`config.mk`:
```
export PLATFORM = sky130hd
export DESIGN_NAME = tdm_demux8
export DESIGN_NICKNAME = d
export VERILOG_FILES = /design/src/rtl/tdm_demux8.sv
export SDC_FILE = /design/constraint.sdc
export NUM_CORES = 1
export LEC_CHECK = 0
export BUFFER_PORTS_ARGS = -buffer_cell sky130_fd_sc_hd__buf_2
export CAP_MARGIN = 5
export CORE_ASPECT_RATIO = 1.25
export CORE_MARGIN = 10
export CORE_UTILIZATION = 54
export DETAILED_ROUTE_END_ITERATION = 12
export PLACE_DENSITY_LB_ADDON = 0.3
export SKIP_CTS_REPAIR_TIMING = 1
export SYNTH_ARGS = -nofsm -noshare
export SYNTH_HDL_FRONTEND = slang
export SYNTH_SLANG_ARGS = --single-unit
```
`constraint.sdc`:
```
create_clock -name clk -period 3.9 [get_ports clk]
set_input_delay 0.39 -clock clk [delete_from_list [all_inputs] [get_ports clk]]
set_output_delay 0.39 -clock clk [all_outputs]
set_load 0.05 [all_outputs]
```
`src/rtl/tdm_demux8.sv`:
```
// Receive-side 1:8 TDM demultiplexer: serial bits are steered into lanes by a sync-aligned slot counter.
// Optional even-parity ninth slot is enabled with `define TDM_DEMUX_PARITY_EN.
module tdm_demux8 (
    input  logic       clk,
    input  logic       rst_n,
    input  logic       din,
    input  logic       din_valid,
    input  logic       sync,
    output logic [7:0] dout,
    output logic       dout_valid,
    output logic [2:0] slot,
    output logic       locked,
    output logic       frame_err,
    output logic       parity_err,
    output logic [1:0] dbg_state
);

    typedef enum logic [1:0] {
        HUNT  = 2'd0,
`ifdef TDM_DEMUX_PARITY_EN
        PAR   = 2'd2,
`endif
        FRAME = 2'd1
    } state_t;

    state_t     state_q, state_d;
    logic [2:0] slot_q, slot_d;
    logic [7:0] shadow_q, shadow_d;
    logic [7:0] dout_q, dout_d;
    logic       dout_valid_q, dout_valid_d;
    logic       frame_err_q, frame_err_d;
    logic       locked_q;
`ifdef TDM_DEMUX_PARITY_EN
    logic       parity_err_q, parity_err_d;
`endif

    always_ff @(posedge clk or negedge rst_n) begin
        if (!rst_n) begin
            state_q      <= HUNT;
            slot_q       <= 3'd0;
            shadow_q     <= 8'h00;
            dout_q       <= 8'h00;
            dout_valid_q <= 1'b0;
            frame_err_q  <= 1'b0;
            locked_q     <= 1'b0;
`ifdef TDM_DEMUX_PARITY_EN
            parity_err_q <= 1'b0;
`endif
        end else begin
            state_q      <= state_d;
            slot_q       <= slot_d;
            shadow_q     <= shadow_d;
            dout_q       <= dout_d;
            dout_valid_q <= dout_valid_d;
            frame_err_q  <= frame_err_d;
            locked_q     <= (state_d != HUNT);
`ifdef TDM_DEMUX_PARITY_EN
            parity_err_q <= parity_err_d;
`endif
        end
    end

    // A sync-qualified bit always restarts the frame at slot 0, whatever state we are in.
    always_comb begin
        state_d  = state_q;
        slot_d   = slot_q;
        shadow_d = shadow_q;
        if (din_valid) begin
            case (state_q)
                HUNT: begin
                    if (sync) begin
                        shadow_d[0] = din;
                        slot_d      = 3'd1;
                        state_d     = FRAME;
                    end
                end
                FRAME: begin
                    if (sync) begin
                        shadow_d[0] = din;
                        slot_d      = 3'd1;
                    end else if (slot_q == 3'd0) begin
                        slot_d  = 3'd0;
                        state_d = HUNT;
                    end else begin
                        shadow_d[slot_q] = din;
                        slot_d           = slot_q + 3'd1;
`ifdef TDM_DEMUX_PARITY_EN
                        if (slot_q == 3'd7) state_d = PAR;
`endif
                    end
                end
`ifdef TDM_DEMUX_PARITY_EN
                PAR: begin
                    state_d = FRAME;
                    if (sync) begin
                        shadow_d[0] = din;
                        slot_d      = 3'd1;
                    end else begin
                        slot_d = 3'd0;
                    end
                end
`endif
                default: begin
                    state_d = HUNT;
                    slot_d  = 3'd0;
                end
            endcase
        end
    end

    always_comb begin
        dout_d       = dout_q;
        dout_valid_d = 1'b0;
        frame_err_d  = 1'b0;
`ifdef TDM_DEMUX_PARITY_EN
        parity_err_d = 1'b0;
`endif
        if (din_valid) begin
            case (state_q)
                FRAME: begin
                    if (sync != (slot_q == 3'd0)) begin
                        frame_err_d = 1'b1;
                    end
`ifndef TDM_DEMUX_PARITY_EN
                    else if (!sync && slot_q == 3'd7) begin
                        dout_d       = shadow_d;
                        dout_valid_d = 1'b1;
                    end
`endif
                end
`ifdef TDM_DEMUX_PARITY_EN
                PAR: begin
                    if (sync) begin
                        frame_err_d = 1'b1;
                    end else if (^{shadow_q, din} == 1'b0) begin
                        dout_d       = shadow_q;
                        dout_valid_d = 1'b1;
                    end else begin
                        parity_err_d = 1'b1;
                    end
                end
`endif
                default: ;
            endcase
        end
    end

    assign dout       = dout_q;
    assign dout_valid = dout_valid_q;
    assign slot       = slot_q;
    assign locked     = locked_q;
    assign frame_err  = frame_err_q;
    assign dbg_state  = state_q;
`ifdef TDM_DEMUX_PARITY_EN
    assign parity_err = parity_err_q;
`else
    assign parity_err = 1'b0;
`endif

endmodule
```
==> key figures <==
Run status
  – Status: completed

Place
  – Cell Count Post-Placement: around 120
  – GPL Wtd Cong: slightly below 0.8
  – Hpwl dp: between 1500 and 2000 um
  – Cell Area, Placed: between 1000 and 1500 um2
  – Buffers on Ports: 20

Global route
  – Gr ovfl total: 0
  – Vias in the first global route: about 730
  – Largest net degree at the start of global routing: 25
  – First-pass GRT wire length: roughly 3400 um
  – Met2 usage: 0.165
  – M3 GR Usage: 0.0214
  – Most used routing layer in global routing: met2
  – Antenna violations before repair: 0
  – Total GRT Usage: 0.0981
  – GR Util met1: 0.123

Detailed routing
  – Vias: roughly 730
  – 1st-iter DRT viols: 11
  – Remaining antenna violation count: 0
  – DR vias/cell: around 5.8
  – Drt drc: 0
  – DRT Pass-1 Iters: 4
  – DR WL/cell: roughly 17 um
  – Routed WL: about 2100 um

Timing
  – Fmax: between 0.4 and 0.5 GHz
  – Setup TNS: 0 ns
  – Slew HR: 0.660
  – Final Cycle Share: 0.562
  – Hold WS: between 0.04 and 0.05 ns
  – Max-slew violation count: 0
  – Setup skew after layout: approximately 0.0034 ns
  – Min Tclk post-route: approximately 2.2 ns
  – Final setup violation count: 0
  – Least-Margin Pin Slew: a little over 0.5 ns
  – RSZ-0062 raised after global routing: false
  – Final Hold Viols: 0

Floorplan
  – Die X-Extent: about 61 um
  – Die Height: around 71 um
  – # IOs: 22
  – Initial Util: 0.570
  – Row cnt: 18
  – Die area: 4330 um2
  – Core Box Area: 1980 um2

Critical path
  – CP Capture Type: register
  – Max FO, Critical Path: 10
  – CP max-delay cell: dfrtp_1
  – Startpoint types: register
  – Critical Setup Path Class: reg2reg
  – Crit path DAT: 2.39 ns
  – Crit-path max cell delay: about 0.52 ns
  – Required time of the critical path: 4.10 ns
  – Crit-path cells: inv_1, ha_1, or3b_1, nor4_1, mux2_2, mux2_1

Clock network
  – H-Tree Depth: 1
  – Clk slew on worst S/H paths: approximately 0.12 ns
  – CTS sink count: 24
  – Clock buffer depth: 2
  – TritonCTS Buffers: 3
  – Clk root buf: clkbuf_4
  – CTS tree: done
  – Clk_lat worst skew: 0.30 ns

Hold path
  – HP Class: in2async

Power and ir drop
  – LEAKAGE: 0.648 nW
  – Pwr/cell area: between 500 and 600 nW/um2
  – Peak supply drop: ~0.36 mV

Cells and area
  – Final Non-Filler Cells: between 100 and 150
  – Final net count: 117
  – Final Instance Area: roughly 1300 um2
  – Share of layout cells above drive strength 1: 0.374
  – Finished Core Util: 0.633
  – # diodes: 0
  – Layout area overhead: 11.1%
  – Fillers: 167

Run
  – Max cap viols: 0

Yosys
  – Synth warn: 0
  – Cell variety after synth: 31
  – Syn Nets: between 90 and 100
  – Mapped Area: around 1100 um2
  – Register area share after synthesis: 0.532
  – Async set-or-reset flop fraction in the synthesized netlist: 1.00
  – Syn Inst Count: 88
  – EDFF count, synth: 0
  – Most frequently used flop master after synthesis: dfrtp_1
  – Mean area per synthesized cell: between 10 and 15 um2
  – Yosys reg bits: 24
layout by cell type, fill, tap and decap left out:
cell	n
and3b_1	1
xnor2_1	1
buf_2	20
conb_1	1
nor4bb_1	1
inv_1	2
or3_4	1
nor2b_1	5
clkbuf_4	3
mux2_2	11
or3b_1	1
nor4_1	2
dfrtp_1	24
a22o_1	4
nor4b_1	1
ha_1	3
mux2_4	2
o21ai_0	2
mux2_1	3
nand4b_1	1
o31ai_1	1
nor2_1	3
a22oi_1	1
nand4_1	2
nor3_1	2
or2_2	1
nand3b_1	1
and3_1	2
nand2b_4	1
nand2b_1	3
a31o_2	1
cell usage after synthesis (3+ instances only):
master    count  area (um2)
buf_2         3        15.0
nor2b_1       5        31.3
nand2b_1      3        18.8
nor2_1        3        11.3
a22o_1        4        35.0
ha_1          3        37.5
dfrtp_1      24         601
mux2_1        3        33.8
mux2_2       11         124
final cells by class:
class | count | area [um2] | area share
clock buffers | 3 | 22.5 | 0.0179
well taps | 20 | 25.0 | 0.0199
repair buffers | 20 | 100 | 0.0798
flip-flops and latches | 24 | 601 | 0.479
multi-input cells | 58 | 499 | 0.398
inverters | 2 | 7.51 | 0.00598
worst paths after layout:
path	start	endpoint	slack, ns	depth (start not counted)
worst max-delay path	slot[0]	dout[2]	1.71	6
worst min-delay path	rst_n	frame_err	0.04	1
worst max register to register	slot[0]	dout[2]	1.71	6
worst min register to register	dout[6]	dout[6]	0.50	1
max in group asynchronous	rst_n	slot[0]	3.52	1
min in group clk	din_valid	dbg_state[1]	0.35	2
worst max-delay path, delay by kind of cell (launching register included):
kind	cells	cell delay [ns]
flops	1	0.52
simple gates	2	0.54
mux	2	0.67
buf+inv	1	0.11
fa+ha+maj	1	0.25
sequential cells by signal (all words and copies together) (netlist names):
register	count
dout_valid	1
dbg_state	2
dout	8
frame_err	1
locked	1
slot	3
shadow_q	8
routing by layer:
metal,vias up,part of all wire
met2,18,0.48
li1,351,-
met3,2,0.068
met5,-,0
met4,0,0.0038
met1,363,0.45
report_power, final:
group | switching [W] | internal, W
Clock | 0.0000656 | 0.0000360
Sequential | 0.0000498 | 0.000299
Combinational | 0.000188 | 0.000107
kinds of logic (layout without fill, tap and decap cells):
logic type	count (synthesis)	count (layout)	share of synthesized area
buffers and inverters	6	25	0.0266
multiplexers	16	16	0.166
AO/OA/AOI/OAI	9	9	0.0609
XOR/XNOR	1	1	0.00775
flip-flops	24	24	0.532
adder cells (fa/ha/maj)	3	3	0.0332
AND/OR/NAND/NOR	28	28	0.171
other	1	1	0.00332
stage by stage:
step / total power [W] / setup slack (ns)
floorplan: 0.000573 / 1.51
global placement: 0.000635 / 1.80
detailed placement: 0.000650 / 1.73
CTS: 0.000750 / 1.72
global route: 0.000789 / 1.59
finish: 0.000745 / 1.71
Note: power is estimated with default switching activity, not from simulation.
